### config.mk
export PLATFORM = sky130hd
export DESIGN_NAME = note_highway_flat
export DESIGN_NICKNAME = d
export VERILOG_FILES = /design/src/rtl/note_highway_if.sv /design/src/rtl/note_highway.sv /design/src/flat_wrapper.sv
export SDC_FILE = /design/constraint.sdc
export NUM_CORES = 1
export LEC_CHECK = 0
export CORE_ASPECT_RATIO = 1.5
export CORE_MARGIN = 3
export CORE_UTILIZATION = 45
export DETAILED_ROUTE_END_ITERATION = 10
export GPL_TIMING_DRIVEN = 0
export PLACE_DENSITY_LB_ADDON = 0.2
export SYNTH_ARGS = -nofsm -noshare
export SYNTH_HDL_FRONTEND = slang
export SYNTH_SLANG_ARGS = --single-unit
### constraint.sdc
create_clock -name clock -period 2.7 [get_ports clock]
set_input_delay 0.27 -clock clock [delete_from_list [all_inputs] [get_ports clock]]
set_output_delay 0.27 -clock clock [all_outputs]
set_load 0.01 [all_outputs]
### src/rtl/note_highway_if.sv
// Chart ROM read bus between note_highway (master) and the synchronous chart ROM (slave).
//   chart_addr : ROM read address, driven by the master
//   chart_q    : ROM data, valid one cycle after chart_addr; [3:0] lane notes, [4] end-of-chart marker
interface note_highway_if #(
    parameter int unsigned CHART_AW = 10
);
    logic [CHART_AW-1:0] chart_addr;
    logic [4:0]          chart_q;

    modport master (output chart_addr, input  chart_q);
    modport slave  (input  chart_addr, output chart_q);
endinterface

### src/rtl/note_highway.sv
// Guitar Hero gameplay front end: reads a note chart from a synchronous ROM,
// scrolls it down a four-lane highway once per game tick, and debounces strum.
//   clock, reset  : master clock, synchronous active-high reset
//   enable        : run/play; low pauses the highway
//   chart         : ROM read bus (master modport)
//   strum_raw     : asynchronous strum switch
//   gameclk       : tick square wave, 50% duty
//   intersections : highway row 0 (hit zone)
//   strum         : debounced strum level
//   highway       : all rows, row i at [4i+3:4i]
//   done          : chart fully drained
// TICK_DIV must be even and >= 4; DEPTH >= 2; DEBOUNCE >= 2.
module note_highway #(
    parameter int unsigned TICK_DIV = 833333,
    parameter int unsigned DEPTH    = 16,
    parameter int unsigned CHART_AW = 10,
    parameter int unsigned DEBOUNCE = 65536
) (
    input  logic                 clock,
    input  logic                 reset,
    input  logic                 enable,
    note_highway_if.master       chart,
    input  logic                 strum_raw,
    output logic                 gameclk,
    output logic [3:0]           intersections,
    output logic                 strum,
    output logic [4*DEPTH-1:0]   highway,
    output logic                 done
);

    localparam int unsigned CNT_W = $clog2(TICK_DIV);
    localparam int unsigned DR_W  = $clog2(DEPTH + 1);
    localparam int unsigned DB_W  = $clog2(DEBOUNCE);

    localparam logic [CNT_W-1:0] CNT_LAST = CNT_W'(TICK_DIV - 1);
    localparam logic [CNT_W-1:0] CNT_HALF = CNT_W'(TICK_DIV / 2);
    localparam logic [DR_W-1:0]  DR_LAST  = DR_W'(DEPTH - 1);
    localparam logic [DB_W-1:0]  DB_LAST  = DB_W'(DEBOUNCE - 1);

    typedef enum logic [2:0] {
        S_IDLE  = 3'd0,
        S_PRIME = 3'd1,
        S_PLAY  = 3'd2,
        S_DRAIN = 3'd3,
        S_DONE  = 3'd4
    } state_t;

    state_t               state_q;
    logic [CNT_W-1:0]     cnt_q;
    logic [DR_W-1:0]      drain_cnt_q;
    logic [CHART_AW-1:0]  addr_q;
    logic [3:0]           next_row_q;
    logic [4*DEPTH-1:0]   highway_q;
    logic                 gameclk_q;
    logic                 done_q;

    logic                 sync1_q;
    logic                 sync2_q;
    logic [DB_W-1:0]      db_cnt_q;
    logic                 strum_q;

    logic                 running;
    logic                 tick;
    logic [CNT_W-1:0]     cnt_d;

    // Tick counter advances only while scrolling and enabled; a tick is the wrap edge.
    always_comb begin
        running = ((state_q == S_PLAY) || (state_q == S_DRAIN)) && enable;
        tick    = running && (cnt_q == CNT_LAST);
        cnt_d   = (cnt_q == CNT_LAST) ? '0 : cnt_q + CNT_W'(1);
    end

    // Highway FSM, tick counter, chart fetch and scroll.
    always_ff @(posedge clock) begin
        if (reset) begin
            state_q     <= S_IDLE;
            cnt_q       <= '0;
            drain_cnt_q <= '0;
            addr_q      <= '0;
            next_row_q  <= '0;
            highway_q   <= '0;
            gameclk_q   <= 1'b0;
            done_q      <= 1'b0;
        end else begin
            // gameclk tracks the count it is registered alongside, so it is glitch-free
            if (running) begin
                cnt_q     <= cnt_d;
                gameclk_q <= (cnt_d >= CNT_HALF);
            end

            case (state_q)
                S_IDLE: begin
                    addr_q    <= '0;
                    highway_q <= '0;
                    cnt_q     <= '0;
                    gameclk_q <= 1'b0;
                    if (enable) begin
                        state_q <= S_PRIME;
                    end
                end

                // ROM row 0 has been on chart_q since IDLE held the address at 0.
                S_PRIME: begin
                    next_row_q  <= chart.chart_q[3:0];
                    addr_q      <= CHART_AW'(1);
                    drain_cnt_q <= '0;
                    state_q     <= chart.chart_q[4] ? S_DRAIN : S_PLAY;
                end

                // next_row_q always holds the row fetched on the previous tick; a
                // marker row is captured but never shifted in because DRAIN feeds zeros.
                S_PLAY: begin
                    if (tick) begin
                        highway_q  <= {next_row_q, highway_q[4*DEPTH-1:4]};
                        next_row_q <= chart.chart_q[3:0];
                        addr_q     <= addr_q + CHART_AW'(1);
                        if (chart.chart_q[4] || (&addr_q)) begin
                            state_q <= S_DRAIN;
                        end
                    end
                end

                S_DRAIN: begin
                    if (tick) begin
                        highway_q   <= {4'b0000, highway_q[4*DEPTH-1:4]};
                        drain_cnt_q <= drain_cnt_q + DR_W'(1);
                        if (drain_cnt_q == DR_LAST) begin
                            state_q <= S_DONE;
                            done_q  <= 1'b1;
                        end
                    end
                end

                S_DONE: begin
                    done_q <= 1'b1;
                end

                default: begin
                    state_q <= S_IDLE;
                end
            endcase
        end
    end

    // Strum: 2-flop synchronizer, then a stability counter that must saturate before the level flips.
    always_ff @(posedge clock) begin
        if (reset) begin
            sync1_q  <= 1'b0;
            sync2_q  <= 1'b0;
            db_cnt_q <= '0;
            strum_q  <= 1'b0;
        end else begin
            sync1_q <= strum_raw;
            sync2_q <= sync1_q;
            if (sync2_q == strum_q) begin
                db_cnt_q <= '0;
            end else if (db_cnt_q == DB_LAST) begin
                strum_q  <= sync2_q;
                db_cnt_q <= '0;
            end else begin
                db_cnt_q <= db_cnt_q + DB_W'(1);
            end
        end
    end

    assign chart.chart_addr = addr_q;
    assign gameclk          = gameclk_q;
    assign intersections    = highway_q[3:0];
    assign highway          = highway_q;
    assign done             = done_q;
    assign strum            = strum_q;

endmodule

### src/flat_wrapper.sv
// flat-port wrapper written by rule: the top's interface ports become plain ports
module note_highway_flat 
#(
    parameter int unsigned TICK_DIV = 833333,
    parameter int unsigned DEPTH    = 16,
    parameter int unsigned CHART_AW = 10,
    parameter int unsigned DEBOUNCE = 65536
)
  (clock, reset, enable, strum_raw, gameclk, intersections, strum, highway, done, chart_chart_addr, chart_chart_q);
  note_highway_if #(.CHART_AW(CHART_AW)) chart_i ();
  input  logic clock;
  input  logic reset;
  input  logic enable;
  input  logic strum_raw;
  output logic gameclk;
  output logic [3:0] intersections;
  output logic strum;
  output logic [4*DEPTH-1:0] highway;
  output logic done;
  output wire logic [$bits(chart_i.chart_addr)-1:0] chart_chart_addr;
  input wire logic [$bits(chart_i.chart_q)-1:0] chart_chart_q;
  assign chart_chart_addr = chart_i.chart_addr;
  assign chart_i.chart_q = chart_chart_q;
  note_highway #(.TICK_DIV(TICK_DIV), .DEPTH(DEPTH), .CHART_AW(CHART_AW), .DEBOUNCE(DEBOUNCE)) u_core (.clock(clock), .reset(reset), .enable(enable), .chart(chart_i), .strum_raw(strum_raw), .gameclk(gameclk), .intersections(intersections), .strum(strum), .highway(highway), .done(done));
endmodule
==> results.txt <==
The share of flip-flops with an asynchronous set or reset is 0%. The horizontal die dimension is 97.8 um. At the worst endpoint, the required time is 3.03 ns. The library cell used most frequently in the layout, excluding fill and tap cells, is dfxtp_1.

After layout, the minimum clock period comes to 2.48 ns. Once detailed placement completed, the half-perimeter wirelength came to 10900 um. The final number of max-transition violations came out at 0. The worst pin sits at a relative slew slack of 51.3%. The multiplexer share of the synthesized area is 1.06%. The min-delay analysis places its worst path in the category in -> reg. The initial standard-cell utilization of the core came out at 46.6%. The largest buffer count on any clock path came out at 2. The clock net sink count came out at 127. The iteration-0 DRC count of the detailed router came out at 184. The worst-case clock skew came out at 0.00912 ns. Counting every instance in the synthesized netlist gives 710. The xor and xnor area share after synthesis came out at 4.16%. The leakage power total is 2.38 nW. The post-CTS clock slew at the launch and capture registers of the worst setup and hold paths came out at 0.06 ns.

The count of unresolved DRC violations after routing is 0. The maximum clock frequency is 0.403 GHz. TritonCTS built the clock tree. The share of layout cells above drive strength 1 is 7.58%.

The startpoint identified for the worst hold timing path is strum_raw. The number of instances resized during post-cts repair is 0. The total grt overflow came out at 0. The cell count after placement came out at 952.

The number of nets produced by synthesis came out at 725. The maximum fanout along the worst path is 10. The flow ran to the end, and the final reports show no timing, DRC or antenna violations.

The remaining number of nets flagged by the antenna check after routing came out at 0. The number of synthesized register bits is 127. The post-layout instance count excluding filler cells came out at 984. The iteration count of the initial detailed-routing pass came out at 4.

The number of cell rows came out at 49. The final routed wirelength across all metal layers came out at 15000 um. In this run the worst setup path begins at u_core.cnt_q[13]$_SDFFE_PP0P_.

The arrival time at the worst endpoint is 2.81 ns. The total setup buffers inserted after CTS came out at 0. Each instance of the synthesized netlist takes up on average 8.01 um^2.

The cell area that synthesis handed to floorplanning was 0.00569 mm^2. The number of diodes added for antenna fixing came out at 0. For this run, the leading register cell type out of synthesis is dfxtp_1. The synthesized netlist devotes 15.2% of its cell area to compound gates. The share of synthesized cell area in full adder, half adder and majority cells is 1.32%.

The total number of yosys warnings is 0. The number of I/O pins is 90. The top cell types in the final layout, fill and taps aside, are 127 x dfxtp_1, 97 x nand2_1, 96 x a21oi_1. The via count of the first global-routing pass was 5385.

The total global-route track usage is 21.9%. The critical register-to-register path startpoint is u_core.cnt_q[13]$_SDFFE_PP0P_. The critical path is of the reg -> reg type. The synthesized-area fraction occupied by and/or/nand/nor cells came out at 28.2%.

In the finished design, the share of the clock period the worst path needs comes to 91.9%. For this design the ratio of total power to cell area is 614 mW/mm^2. The global-route wire length before repair is 25400 um. VDD sags by at most 0.413 mV.

The number of nets at the end of the flow is 833. The number of enable flip-flop cells after synthesis is 0. The number of antenna violations at the first check in global routing came out at 0. The ratio of routed vias to standard cells is 5.48. The congestion estimate from routability-driven global placement came to 0.963. Synthesis instantiated 56 different standard cells from the library. Setup repair after global routing left no endpoint under its margin. For the worst-skew pair, the clock arrives at the later sink with an insertion delay of 0.41 ns. After routing the design area is 0.00737 mm^2. The total die area came out at 0.0141 mm^2.

CTS placed an instance of clkbuf_16 at the clock tree root. The total core area came out at 0.0122 mm^2. Of the synthesized area, sequential elements account for 44.7%. The level count of the clock H-tree is 4. The number of CTS-inserted buffers came out at 17.

STA classifies the critical path startpoint as a flip-flop. The area growth from synthesis to final layout is 29.4%. The max-capacitance violation count is 0. By area, the combinational part of the netlist is dominated by simple AND/OR/NAND/NOR gates. The routed layout has 5397 vias. The pin count of the biggest net entering global routing is 17.

The slew of the pin with the lowest slew margin is 0.728 ns. STA classifies the critical path endpoint as a flip-flop. The setup slack of the worst register-to-register path is 0.22 ns. The count of final hold-check violations came out at 0.

The routed wire length per instance is 15.2 um. The setup TNS came out at 0 ns. The number of port buffers came out at 89. The y dimension of the die came out at 144 um.

The post-placement cell area came out at 0.00677 mm^2. Setup violations remaining at the end of the flow were counted as 0. The count of hold-fix buffers inserted at cts is 0.
[worst max-delay path: stages, from the launching register on]
cell and delay (ns):
dfxtp_1 0.30, buf_2 0.17, inv_1 0.09, or4_4 0.62
nor2_4 0.27, nand2_1 0.14, o21ai_2 0.31, buf_6 0.23
nand3_1 0.08, a21oi_1 0.18
[cells by family (layout without fill, tap and decap cells)]
logic type / count (synthesis) / after routing
simple gates: 325 / 325
compound gates: 156 / 156
flops: 127 / 127
buf+inv: 63 / 184
xor+xnor: 27 / 27
fa+ha+maj: 6 / 6
mux: 6 / 6
[Yosys cell counts, drive strengths merged (2+ instances only)]
cell type | n | share of area (%)
a21oi | 97 | 8.6
nor3 | 14 | 1.4
o311ai | 2 | 0.31
inv | 13 | 0.86
xnor2 | 12 | 1.8
or2 | 2 | 0.22
o211ai | 3 | 0.48
nand2 | 99 | 6.6
and3 | 13 | 1.4
nor4 | 4 | 0.70
nor2 | 57 | 3.9
and2 | 7 | 0.77
or4 | 2 | 0.33
or3 | 11 | 1.2
o311a | 2 | 0.35
o31ai | 3 | 0.40
xor2 | 15 | 2.3
nor3b | 4 | 0.53
nand3 | 81 | 7.1
nand2b | 3 | 0.33
nor2b | 8 | 0.88
dfxtp | 127 | 45
buf | 17 | 2.3
a22oi | 2 | 0.26
clkbuf | 33 | 2.2
o21ai | 35 | 3.3
a31oi | 6 | 0.66
and4 | 4 | 0.62
nand3b | 4 | 0.53
ha | 6 | 1.3
nand4 | 7 | 0.77
mux2i | 6 | 1.1
[stage by stage]
stage	hold WS [ns]	power, W	utilization [%]	setup WS, ns
2_1_floorplan	0.398	0.00219	-	0.584
3_3_place_gp	0.423	0.00230	55.5	0.189
3_5_place_dp	0.446	0.00230	55.5	0.131
4_1_cts	0.413	0.00456	60.3	0.127
5_1_grt	0.432	0.00468	60.4	0.0391
6_report	0.418	0.00453	60.4	0.220
[area by class of cell]
class	count	area (um^2)
Multi-Input combinational cell	520	2850
Buffer	50	256
Fill cell	1113	4830
Clock inverter	15	163
Clock buffer	17	425
Timing Repair Buffer	89	891
Tap cell	153	191
Sequential cell	127	2540
Inverter	13	48.8
[metal layers]
metal | GRT usage [%] | part of all wire (%) | vias up
met5 | 0 | 0 | -
li1 | - | - | 2687
met4 | 10.2 | 2.7 | 0
met1 | 23.5 | 40 | 2553
met3 | 5.15 | 4.4 | 30
met2 | 40.5 | 53 | 127
[sequential cells by signal (all words and copies together) (netlist names), 3 cells and up]
name and cells:
u_core.state_q 3, u_core.drain_cnt_q 5, u_core.db_cnt_q 16, u_core.cnt_q 20, u_core.highway 64, u_core.next_row_q 4, u_core.chart.chart_addr 10
[final timing paths]
check,endpoint,cells after the start
max reg2reg,u_core.highway[32]$_SDFFE_PP0P_,9
min reg2reg,u_core.sync2_q$_SDFF_PP0_,1
max,u_core.highway[32]$_SDFFE_PP0P_,9
min,u_core.sync1_q$_SDFF_PP0_,2
[report_power, final]
group | total (W) | switching [W] | leakage, nW | internal (W)
Combinational | 0.000366 | 0.000267 | 1.07 | 0.0000982
Clock | 0.00226 | 0.000892 | 0.279 | 0.00137
Sequential | 0.00190 | 0.00000818 | 1.02 | 0.00189
Note: power is estimated with default switching activity, not from simulation.
